**config.mk**
```make
export PLATFORM = sky130hd
export DESIGN_NAME = mul12_rr_sched
export DESIGN_NICKNAME = d
export VERILOG_FILES = /design/src/rtl/mul12_rr_sched.sv
export SDC_FILE = /design/constraint.sdc
export NUM_CORES = 1
export LEC_CHECK = 0
export BUFFER_PORTS_ARGS = -buffer_cell sky130_fd_sc_hd__buf_2
export CAP_MARGIN = 20
export CORE_UTILIZATION = 44
export CTS_CLUSTER_DIAMETER = 30
export DETAILED_ROUTE_END_ITERATION = 8
export PLACE_DENSITY = 0.91
export SLEW_MARGIN = 10
export SYNTH_ARGS = -nofsm -noshare
export SYNTH_HDL_FRONTEND = slang
export SYNTH_SLANG_ARGS = --single-unit
```
**constraint.sdc**
```tcl
create_clock -name clk -period 4.11 [get_ports clk]
set_input_delay 0.822 -clock clk [delete_from_list [all_inputs] [get_ports clk]]
set_output_delay 0.822 -clock clk [all_outputs]
set_load 0.01 [all_outputs]
```
**src/rtl/mul12_rr_sched.sv**
```systemverilog
// Round-robin scheduler sharing one registered 12x12 multiplier between N requesters.
// Define MUL_COMP_EN to add a saturating COMP_CONST bias to each product.
module mul12_rr_sched #(
  parameter int          N          = 4,
  parameter int          IDW        = 2,
  parameter logic [23:0] COMP_CONST = 24'h05F800
) (
  input  logic            clk,
  input  logic            rst_n,
  input  logic [N-1:0]    req_valid,
  output logic [N-1:0]    req_ready,
  input  logic [N*12-1:0] req_a,
  input  logic [N*12-1:0] req_b,
  output logic [11:0]     mul_a,
  output logic [11:0]     mul_b,
  input  logic [23:0]     mul_o,
  output logic            res_valid,
  input  logic            res_ready,
  output logic [23:0]     res_data,
  output logic [IDW-1:0]  res_id,
  output logic            busy
);

  localparam int PW = IDW + 1;

`ifdef MUL_COMP_EN
  localparam bit COMP_EN = 1'b1;
`else
  localparam bit COMP_EN = 1'b0;
`endif

  logic           s1_v;
  logic [IDW-1:0] s1_id;
  logic [IDW-1:0] ptr;
  logic [IDW-1:0] grant_idx;
  logic [IDW-1:0] next_ptr;
  logic [PW-1:0]  scan;
  logic           found;
  logic           s2_free;
  logic           s1_adv;
  logic           s1_accept;
  logic           xfer;
  logic [11:0]    sel_a;
  logic [11:0]    sel_b;
  logic [24:0]    comp_sum;
  logic [23:0]    res_next;

  assign s2_free   = !res_valid || res_ready;
  assign s1_adv    = s1_v && s2_free;
  assign s1_accept = !s1_v || s1_adv;
  assign xfer      = s1_accept && found;
  assign busy      = s1_v || res_valid;

  // Scan ptr, ptr+1, ... wrapping at N; the first valid requester wins.
  always_comb begin
    grant_idx = '0;
    found     = 1'b0;
    scan      = '0;
    for (int k = 0; k < N; k++) begin
      scan = PW'(ptr) + PW'(k);
      if (scan >= PW'(N)) scan = scan - PW'(N);
      if (!found && req_valid[scan[IDW-1:0]]) begin
        found     = 1'b1;
        grant_idx = scan[IDW-1:0];
      end
    end
  end

  always_comb begin
    req_ready = '0;
    if (rst_n && xfer) req_ready[grant_idx] = 1'b1;
  end

  always_comb begin
    sel_a = '0;
    sel_b = '0;
    for (int k = 0; k < N; k++) begin
      if (IDW'(k) == grant_idx) begin
        sel_a = req_a[12*k +: 12];
        sel_b = req_b[12*k +: 12];
      end
    end
  end

  assign next_ptr = (grant_idx == IDW'(N - 1)) ? '0 : grant_idx + IDW'(1);

  // With compensation disabled COMP_EN is constant zero and the adder folds away.
  always_comb begin
    comp_sum = {1'b0, mul_o} + {1'b0, COMP_CONST};
    res_next = mul_o;
    if (COMP_EN) res_next = comp_sum[24] ? 24'hFFFFFF : comp_sum[23:0];
  end

  always_ff @(posedge clk or negedge rst_n) begin
    if (!rst_n) begin
      s1_v  <= 1'b0;
      mul_a <= '0;
      mul_b <= '0;
      s1_id <= '0;
      ptr   <= '0;
    end else if (xfer) begin
      s1_v  <= 1'b1;
      mul_a <= sel_a;
      mul_b <= sel_b;
      s1_id <= grant_idx;
      ptr   <= next_ptr;
    end else if (s1_adv) begin
      s1_v <= 1'b0;
    end
  end

  always_ff @(posedge clk or negedge rst_n) begin
    if (!rst_n) begin
      res_valid <= 1'b0;
      res_data  <= '0;
      res_id    <= '0;
    end else if (s1_adv) begin
      res_valid <= 1'b1;
      res_data  <= res_next;
      res_id    <= s1_id;
    end else if (res_ready) begin
      res_valid <= 1'b0;
    end
  end

endmodule
```
* Word level (Yosys, flattened, before mapping)
Cells that the tools add are included.
Storage, ports and cells: bits in registers 56, input port bits 127, output and inout bits 56, word-level logic and storage cells 84
Cells by class: $add $sub $neg 8, order comparisons 10, eq/ne operators 4, mux-type cells 36, reduce and logical (&&, ||, !) cells 18
Operator list (number):
- $mux W12 | 8
- $mux W2 | 9
- $lt A2 B3 Y1 const B | 5
- $mux W1 | 13
- $ge A3 B3 Y1 const B | 3
- $bmux W1 S2 | 4
- $sub A2 B1 Y2 const B | 4
- $logic_and A1 B1 Y1 | 7
- $add A2 B2 Y3 const B | 2
- $logic_not A1 Y1 | 5
- $eq A2 B2 Y1 const A | 2
- $mux W4 | 1
- $reduce_bool A2 Y1 | 2
- $add A2 B1 Y3 const B | 1
- $ge A2 B3 Y1 const B | 1
- $logic_or A1 B1 Y1 | 3
- $add A2 B1 Y2 const B | 1
- $demux W1 S2 | 1
- $eq A1 B2 Y1 const A | 1
- $eq A2 B2 Y1 const B | 1
- $ge A2 B1 Y1 const B | 1
- $logic_not A2 Y1 | 1

* Logic depth before layout (Yosys ltp)
word-level depth 19, gate-level depth with buffers 10, mapped depth without buffers 7

* Worst setup path before layout
No wires, ideal clock.
path kind input port to output port, from in req_valid[0], to out req_ready[2], arrival 2.803 ns, required time 3.288 ns, slack 0.485 ns, stages 8, path buffers 4, path through or4_1 -> buf_4 -> clkbuf_1 -> nand4_1 -> ha_1 -> buf_1 -> clkbuf_1 -> and3_1
Between the ends: longest elaborated chain between the ends 17, elaborated cells between the ends (all ways) 30, classes of those cells order compare (2); mux (19); reduce/logical (9)
RTL lines:
- start, declared | line 10 | input logic [N-1:0] req_valid,
- $bmux W1 S2 | line 62 | if (!found && req_valid[scan[IDW-1:0]]) begin
- $mux W1 (not written as such) | line 62
- $mux W1 | line 62
- $logic_not A1 Y1 | line 62
- $logic_and A1 B1 Y1 | line 62
- $mux W1 | line 62
- $logic_not A1 Y1 | line 62
- $logic_and A1 B1 Y1 | line 62
- $mux W1 | line 62
- $logic_not A1 Y1 | line 62
- $logic_and A1 B1 Y1 | line 62
- $mux W2 | line 62
- $lt A2 B3 Y1 (not written as such) / $ge A2 B1 Y1 (equally long branches) | line 71 | if (rst_n && xfer) req_ready[grant_idx] = 1'b1;
- $logic_and A1 B1 Y1 (not written as such) | line 71
- $mux W1 (not written as such) | line 71
- $demux W1 S2 | line 71
- $mux W4 (*) | line 71
- end, declared | line 11 | output logic [N-1:0] req_ready,
Every way passes the cells marked *; elsewhere a longest branch is shown, timed or not. The select of a mux whose other input is x is not followed.

* Worst setup path after layout
from in req_valid[0], to out req_ready[0]
Same word-level chain as after synthesis.

==> qor.txt <==
CP max FO: 30
Clk sink count: 56
Via count: 3171
Top cell type by total area after synthesis: dfrtp_1
Max cap viols: 0
Cell leakage power: 2.06 nW
Net Count, Synth: 453
Drt pass-1 iters: 4
Clk_lat worst skew: 310 ps
GRT Total Usage: 24.6%
WL/cell: 15.2 µm
Hold WC Path Type: reg2reg
Layout area overhead: 34.0%
Period utilisation layout: 78.7%
Share of cells above drive strength 1: 46.7%
Largest cells by area after synthesis: dfrtp_1 45%, mux2_2 9.8%, a21oi_1 8.0%
Final sum of negative setup slack: 0 ps
Root Driver: clkbuf_8
# setup viols final: 0
Worst-Margin Slew: 1010 ps
Starting density of the core: 45.6%
DPL Wire Length: 6590 µm
Final Core Density: 61.0%
R2r endpoint: mul_b[0]
Largest net degree at the start of global routing: 57
RSZ-0062 raised after global routing: false
Total length of routed wires: 8930 µm
Hold_ws: 507 ps
WP data required: 3290 ps
Startpoint types: input pin
Clock Tree Buf Depth: 2
Top-level I/O count: 183
Die width: 86.1 µm
Fin nets: 620
Number of global-route vias before repair: 3043
DRC viols: 0
Seq cells post-synth: 56
Beginning of the critical path: req_valid[0]
Post-synth top flop: dfrtp_1
ANT cells: 0
CTS tree: built
Cells after Synth: 322
Critical path's slowest cell: or4_1
CP Cell Sequence: buf_2 > or4_1 > buf_4 > and2_4 > and3_1 > buf_2
Register area: 1400 µm²
Initial antenna violation count: 1
Die Ht: 86.1 µm
Final ANT Viol Nets: 0
Final Hold Viols: 0
H-Tree Depth: 2
Worst R2R Setup Slack: 1610 ps
Multi-input logic area: 1490 µm²
Seq/Total Area, Yosys: 45.0%
Die ar.: 7410 µm²
Min Clock Period, post-route: 3230 ps
CP most frequent cell: buf_2
Slowest Stage Delay on Critical Path: 590 ps
R2r startpoint: ptr[1]
CP Capture Type: primary output
TritonCTS buffer count: 5
R2R depth: 8
Std cell rows: 30
Post-synth EDFFs: 0
Worst hold path depth: 1
Hold-fix buffers at CTS: 0
Ys Warns: 0
Clk_skew: 8.26 ps
Async S/R FF share, synth: 100%
Core area: 6830 µm²
F_max: 309 MHz
Starting DRC count in detailed routing: 139
Synth cell types: 32
Post-CTS Setup Bufs: 0
Netlist Area Pre-Place: 3110 µm²
Min-Delay Endpoint: res_data[17]
Status: completed
Vias per inst: 5.41
Post-CTS Resized: 0
Peak VDD IR: 292 µV
Worst slew margin: 32.5%
Slew Limit Fails: 0
PwrDens: 511 nW/µm²
Synth top area share: 45.0%
PortBufs: 182
HP Start: res_data[17]
Mean post-synth cell area: 9.67 µm²
Reg clk slew, reported paths: 100 ps
Data arrival, critical path: 2410 ps
Global-route wire length before repair: 14500 µm
# fillers: 602
Total power: 2.13 mW
Crit Path Class: in2out
Routability cong.: 0.863
GR Overflow Total: 0
critical path: cells and delay by family:
| kind | cells | cell delay [ps] |
|---|---|---|
| buf+inv | 3 | 500 |
| simple gates | 3 | 1080 |
sequential cells by signal (all words and copies together), names as in the netlist:
signal     cells
mul_a         12
mul_b         12
ptr            2
res_data      24
res_id         2
res_valid      1
s1_id          2
s1_v           1
cells in the final DEF (no fill, tap or decap):
cell,count
nand3_1,2
inv_1,26
a32o_1,1
or3_1,1
clkinv_4,1
ha_1,2
a21oi_1,50
mux2_2,27
a21boi_0,1
and3_1,5
clkinv_2,1
clkbuf_8,5
o211a_1,1
and2_4,1
or4_1,1
buf_4,8
o21ai_0,1
nand4_1,1
a41o_1,1
nor2_1,1
nand2_1,26
nand2b_1,6
nand3b_1,26
inv_6,1
buf_2,182
a31oi_1,25
a221o_1,24
ha_2,2
and4_1,1
a21o_1,1
and2_1,1
or2_2,1
dfrtp_1,56
o21bai_1,1
stage by stage:
stage / setup WS, ps / instances / area [µm²]
finish: 877 / 586 / 4170
floorplan: 485 / 322 / 3110
global placement: 927 / 578 / 4080
detailed placement: 894 / 578 / 4080
global route: 799 / 586 / 4170
CTS: 883 / 586 / 4170
kinds of logic (layout without fill, tap and decap cells):
family	Yosys count	count (layout)	synth area share, %
adder cells (fa/ha/maj)	4	4	1.61
multiplexers	27	27	9.77
AO/OA/AOI/OAI	106	106	22.6
AND/OR/NAND/NOR	73	73	13.7
buffers and inverters	56	224	7.31
flip-flops	56	56	45.0
cell type report:
type | count | share of cell area [%]
Clock inverter | 3 | 0.540
Inverter | 26 | 2.34
Multi-Input combinational cell | 210 | 35.7
Tap cell | 96 | 2.88
Timing Repair Buffer | 190 | 23.3
Clock buffer | 5 | 1.65
Sequential cell | 56 | 33.6
cell usage after synthesis, types with 2 or more instances:
master	n
clkbuf_1	22
and3_1	5
mux2_2	27
a31oi_1	25
a21oi_1	50
inv_1	26
a221o_1	24
buf_2	5
nand2_1	26
nand3_1	2
nand3b_1	26
nand2b_1	6
ha_1	4
dfrtp_1	56
power breakdown:
part | internal (mW) | total, mW | switching [mW]
logic | 0.475 | 1.03 | 0.555
registers | 0.705 | 0.796 | 0.0912
clock network | 0.123 | 0.305 | 0.183
total | 1.30 | 2.13 | 0.829
worst max path at each step:
stage              endpoint  slack, ps  depth (start not counted)
2_1_floorplan  req_ready[2]        490                          8
3_3_place_gp   req_ready[0]        930                          6
3_5_place_dp   req_ready[0]        890                          6
4_1_cts        req_ready[0]        880                          6
5_1_grt        req_ready[2]        800                          7
6_report       req_ready[0]        880                          6
per-layer routing:
layer	wire length [µm]	GRT usage, %
met1	3750	31.0
met2	4310	42.2
met5	12	0
met4	112	7.42
met3	744	5.49
(Power assumes the default switching activity.)
